[src/rtl/fifo_arb_pkg.sv]
// Shared types and the rotating-priority search used by the FIFO write arbiter.
package fifo_arb_pkg;

  localparam int MAX_REQ = 8;
  localparam int IDX_W   = 3;

  typedef enum logic [0:0] {
    IDLE = 1'b0,
    OWN  = 1'b1
  } arb_state_t;

  typedef struct packed {
    logic             found;
    logic [IDX_W-1:0] idx;
  } pick_t;

  // Scan ptr, ptr+1, ... modulo n and return the first requester found.
  // The loop walks from the far end down so the nearest hit is written last.
  function automatic pick_t rr_search(input logic [MAX_REQ-1:0] req,
                                      input int ptr,
                                      input int n);
    pick_t res;
    int    pos;
    res = '0;
    for (int k = MAX_REQ - 1; k >= 0; k--) begin
      pos = ptr + k;
      if (pos >= n) pos = pos - n;
      if ((k < n) && req[pos[IDX_W-1:0]]) begin
        res.found = 1'b1;
        res.idx   = pos[IDX_W-1:0];
      end
    end
    return res;
  endfunction

endpackage

[src/rtl/fifo_wr_arbiter_rr_pick.sv]
// Combinational rotating-priority encoder: first active request at or after ptr.
module rr_pick
  import fifo_arb_pkg::*;
#(
  parameter int NREQ = 4,
  parameter int IW   = $clog2(NREQ)
) (
  input  logic [NREQ-1:0] req,
  input  logic [IW-1:0]   ptr,
  output logic            found,
  output logic [IW-1:0]   idx
);

  logic [MAX_REQ-1:0] req_wide;
  pick_t              pick_res;

  // Widen the request vector to the package width and run the search.
  always_comb begin
    req_wide             = '0;
    req_wide[NREQ-1:0]   = req;
    pick_res             = rr_search(req_wide, int'(ptr), NREQ);
    found                = pick_res.found;
    idx                  = IW'(pick_res.idx);
  end

endmodule

[src/rtl/fifo_wr_arbiter.sv]
// Round-robin owner of the async FIFO write port: bursts of up to BURST words,
// stalls on full, and hands over to the next requester without a bubble.
module fifo_wr_arbiter
  import fifo_arb_pkg::*;
#(
  parameter int NREQ  = 4,
  parameter int WIDTH = 8,
  parameter int BURST = 4
) (
  input  logic                    wclk,
  input  logic                    rst,
  input  logic [NREQ-1:0]         req,
  input  logic [NREQ*WIDTH-1:0]   req_data,
  input  logic                    full,
  output logic [NREQ-1:0]         gnt,
  output logic                    wen,
  output logic [WIDTH-1:0]        wdata,
  output logic [$clog2(NREQ)-1:0] owner,
  output logic                    busy,
  output logic [15:0]             wr_count
);

  localparam int IW = $clog2(NREQ);
  localparam int CW = (BURST > 1) ? $clog2(BURST) : 1;

  arb_state_t    state;
  logic [IW-1:0] rr_ptr;
  logic [CW-1:0] burst_cnt;
  logic [IW-1:0] next_ptr;
  logic          idle_found;
  logic [IW-1:0] idle_idx;
  logic          rel_found;
  logic [IW-1:0] rel_idx;
  logic          last_word;
  logic          release_now;

  // Initial arbitration searches from the stored round-robin pointer.
  rr_pick #(.NREQ(NREQ), .IW(IW)) u_pick_idle (
    .req   (req),
    .ptr   (rr_ptr),
    .found (idle_found),
    .idx   (idle_idx)
  );

  // Release search starts one past the owner, so the owner comes last and is
  // only re-picked when nobody else is asking.
  rr_pick #(.NREQ(NREQ), .IW(IW)) u_pick_rel (
    .req   (req),
    .ptr   (next_ptr),
    .found (rel_found),
    .idx   (rel_idx)
  );

  // Pointer wrap, burst-end detect and release decision for the current owner.
  always_comb begin
    next_ptr    = (owner == IW'(NREQ - 1)) ? '0 : owner + 1'b1;
    last_word   = (burst_cnt == CW'(BURST - 1));
    release_now = (state == OWN) && (!req[owner] || (wen && last_word));
  end

  // Write-port outputs follow the owner combinationally so the FIFO sees the
  // word on the same edge it is accepted.
  always_comb begin
    gnt   = '0;
    wen   = 1'b0;
    wdata = '0;
    busy  = (state == OWN);
    if ((state == OWN) && !full) begin
      gnt[owner] = 1'b1;
      wen        = req[owner];
    end
    if (wen) wdata = req_data[owner*WIDTH +: WIDTH];
  end

  // Ownership FSM, burst counter and saturating accepted-word counter.
  always_ff @(posedge wclk or negedge rst) begin
    if (!rst) begin
      state     <= IDLE;
      rr_ptr    <= '0;
      owner     <= '0;
      burst_cnt <= '0;
      wr_count  <= '0;
    end else begin
      case (state)
        IDLE: begin
          if (idle_found) begin
            owner     <= idle_idx;
            burst_cnt <= '0;
            state     <= OWN;
          end
        end
        OWN: begin
          if (wen) begin
            burst_cnt <= burst_cnt + 1'b1;
            if (wr_count != 16'hFFFF) wr_count <= wr_count + 16'd1;
          end
          if (release_now) begin
            rr_ptr    <= next_ptr;
            burst_cnt <= '0;
            if (rel_found) owner <= rel_idx;
            else           state <= IDLE;
          end
        end
        default: state <= IDLE;
      endcase
    end
  end

endmodule
[config.mk]
export PLATFORM = sky130hd
export DESIGN_NAME = fifo_wr_arbiter
export DESIGN_NICKNAME = d
export VERILOG_FILES = /design/src/rtl/fifo_arb_pkg.sv /design/src/rtl/fifo_wr_arbiter_rr_pick.sv /design/src/rtl/fifo_wr_arbiter.sv
export SDC_FILE = /design/constraint.sdc
export NUM_CORES = 1
export LEC_CHECK = 0
export BUFFER_PORTS_ARGS = -buffer_cell sky130_fd_sc_hd__buf_2
export CORE_MARGIN = 3
export CORE_UTILIZATION = 25
export DETAILED_ROUTE_END_ITERATION = 10
export SETUP_SLACK_MARGIN = 0.3
export SYNTH_ARGS = -nofsm -noshare
export SYNTH_HDL_FRONTEND = slang
export SYNTH_SLANG_ARGS = --single-unit
[constraint.sdc]
create_clock -name wclk -period 3 [get_ports wclk]
set_input_delay 0.3 -clock wclk [delete_from_list [all_inputs] [get_ports wclk]]
set_output_delay 0.3 -clock wclk [all_outputs]
set_load 0.02 [all_outputs]
==> metrics.txt <==
Post-Syn Area per Cell 10.3 µm²; Port Buf Inserts 70; IR drop worst, VDD between 300 and 400 µV; setup TNS 0 ns; Max Clock Skew 0.00724 ns; Hold/Removal Path Class input pin to asynchronous set/reset pin; GP Congestion 0.858; Synth area leader dfrtp_1; Mapped Cells approximately 190; boundary pin count 71; CP arrival approximately 2.7 ns; overall power between 0.002 and 0.0025 W; Crit path largest cell delay 0.64 ns; Seq/Total Area, Yosys approximately 30%; Post-DRT Antenna Nets 0; WP data required 3.15 ns; Yosys reg bits 23; final slew viol count 0; CP bufs+invs 2; Main synth FF type dfrtp_1; Slew HR about 64%; Post-synth ARST share 100%; DRC 0; # setup viols final 0; Post-synth top cells 23 x dfrtp_1, 14 x xnor2_1, 12 x and3_1, 10 x nor2_1, 9 x nand2_1; Worst setup SP type register; top-count cell post-synth dfrtp_1; leakage power between 1 and 1.5 nW; failing checks negative hold slack; Post-CTS Resized 0; reg-to-reg endpoint owner[0]; fillcell total roughly 800; GRT Overall Usage between 10% and 20%; post-layout util between 30% and 40%; crit share post-route 84.7%; vias per cell 4.86; Clock Latency Late Sink roughly 0.27 ns; Die Y roughly 95 µm; Initial DRT Pass Iterations 4; Reg-to-Reg Start owner[1]; vias in the first global route roughly 1800; CTS tree yes; CP Depth 8; Initial Util roughly a quarter; worst setup path class register to register; fraction of layout cells with a size suffix above 1 between 30% and 40%; Worst setup EP type register; Slowest-stage cell, CP dfrtp_1; crit path time final approximately 2.5 ns; CTS root buffer clkbuf_8; Hold Slack -0.000617 ns; Final Cell Area between 0.002 and 0.0025 mm²; Power Dens Cells between 800 and 900 mW/mm²; Final nets around 300; worst-path cell chain inv_1 -> ha_1 -> buf_4 -> or4b_1 -> o31ai_1 -> o221ai_2 -> nand2_2 -> mux2_4; largest net degree at the start of global routing 24; Synthesized Nets roughly 240; DIE AREA between 0.009 and 0.01 mm²; reg2reg setup slack around 0.46 ns; placed cell area around 0.0024 mm²; Starting DRT DRC Count 33; Layout area overhead 23.6%; Synth cell types 51; Highest Clock Rate 0.394 GHz; top-area cell type share of the netlist area approximately 29%; Worst Path Max Fanout 14; row count 31; Synth area leaders dfrtp_1 29%, mux4_1 8.0%, xnor2_1 6.2%, mux4_2 5.7%, ha_1 4.4%; first-pass GRT wire length ~8500 µm; kind of cell adding the most delay to the critical path flip-flops; DIE WIDTH roughly 95 µm; clk buf depth 2; initial antenna violation count 0; Post-Syn Area about 0.0020 mm²; Worst Tran Pin Value roughly 0.54 ns; post-detail-place hpwl approximately 4000 µm; Final Hold Viols 1; RSZ-0062 raised after global routing no; DRT Wirelength 5120 µm; GRT overflow 0; Worst Setup EP owner[0]; # diodes 0; Via Count 1727; Num CTS Buffers 3; Routed WL per cell 14.4 µm; Post-CTS Setup Bufs 0; status finished, violations left; Synth Warn # 0; crit path from owner[1]; number of max-cap violations 0; Hold Buf Count CTS 0; number of H-tree levels 1; Post-synth EDFFs 0; CORE AREA about 0.0074 mm²; Worst R2R Path Depth 8; # clock sinks 23; Clock transition at path regs around 0.090 ns
==> logic make-up (layout without fill, tap and decap cells) <==
group                    Yosys count  after routing  share of synthesized area (%)
multiplexers                      20             20                           18.7
buffers and inverters             20             85                           5.57
XOR/XNOR                          16             16                           7.09
AO/OA/AOI/OAI                     37             37                           14.9
adder cells (fa/ha/maj)            7              7                           4.43
flip-flops                        23             23                           29.1
AND/OR/NAND/NOR                   68             68                           20.1
==> through the flow <==
stage                     std cells  setup slack [ns]
after floorplan                 191             0.503
after global placement          351             0.528
after detailed placement        351             0.464
after CTS                       355             0.450
after global routing            355             0.319
final                           355             0.459
==> state kept, by name, indices dropped and copies added, names as in the netlist <==
register and flops:
wr_count 16, burst_cnt 2, owner 2, rr_ptr 2
busy 1
==> power by group <==
| group | leakage (nW) | switching (W) | internal, W |
|---|---|---|---|
| logic | 0.857 | 0.000737 | 0.000646 |
| clock network | 0.0217 | 0.000106 | 0.0000940 |
| registers | 0.297 | 0.000157 | 0.000394 |
==> area by class of cell <==
class	instances	area, µm²	area share (%)
clock buffer	3	41.3	1.69
clock inverter	1	7.51	0.308
inverter	8	30.0	1.23
multi-input combinational	148	1290	52.8
sequential	23	576	23.6
tap	99	124	5.07
timing repair buffer	73	373	15.3
==> routing by layer <==
metal	up-vias	wire, µm	global-route usage, %
met5	-	0	0
met4	0	98	3.00
met3	10	291	3.27
met2	44	2390	18.9
met1	821	2340	14.8
li1	852	-	-
==> worst min path at each step <==
| stage | cells after the start | end | slack [ns] |
|---|---|---|---|
| floorplan | 0 | burst_cnt[0] | 0.004 |
| global placement | 1 | wr_count[10] | 0.31 |
| detailed placement | 1 | wr_count[10] | 0.32 |
| CTS | 1 | wr_count[10] | 0.02 |
| global route | 1 | wr_count[8] | 0.02 |
| finish | 1 | wr_count[10] | -0.0006 |
==> placed cells by master (no fill, tap or decap), types with 2 or more instances in the layout <==
master / count
inv_1: 8
o31ai_1: 2
buf_4: 3
and2_1: 6
nand2_1: 9
dfrtp_1: 23
nand4_1: 7
mux4_2: 5
ha_1: 7
o22ai_1: 3
xor2_1: 2
a21oi_1: 7
o21bai_1: 3
mux4_1: 6
clkbuf_8: 3
nor2b_1: 3
a22oi_1: 2
nand3_1: 7
buf_2: 70
mux2i_1: 4
nor2_2: 2
xnor2_1: 14
nor2_1: 10
mux2_2: 4
and3_1: 12
o21ai_0: 8
Note: power is estimated with default switching activity, not from simulation.
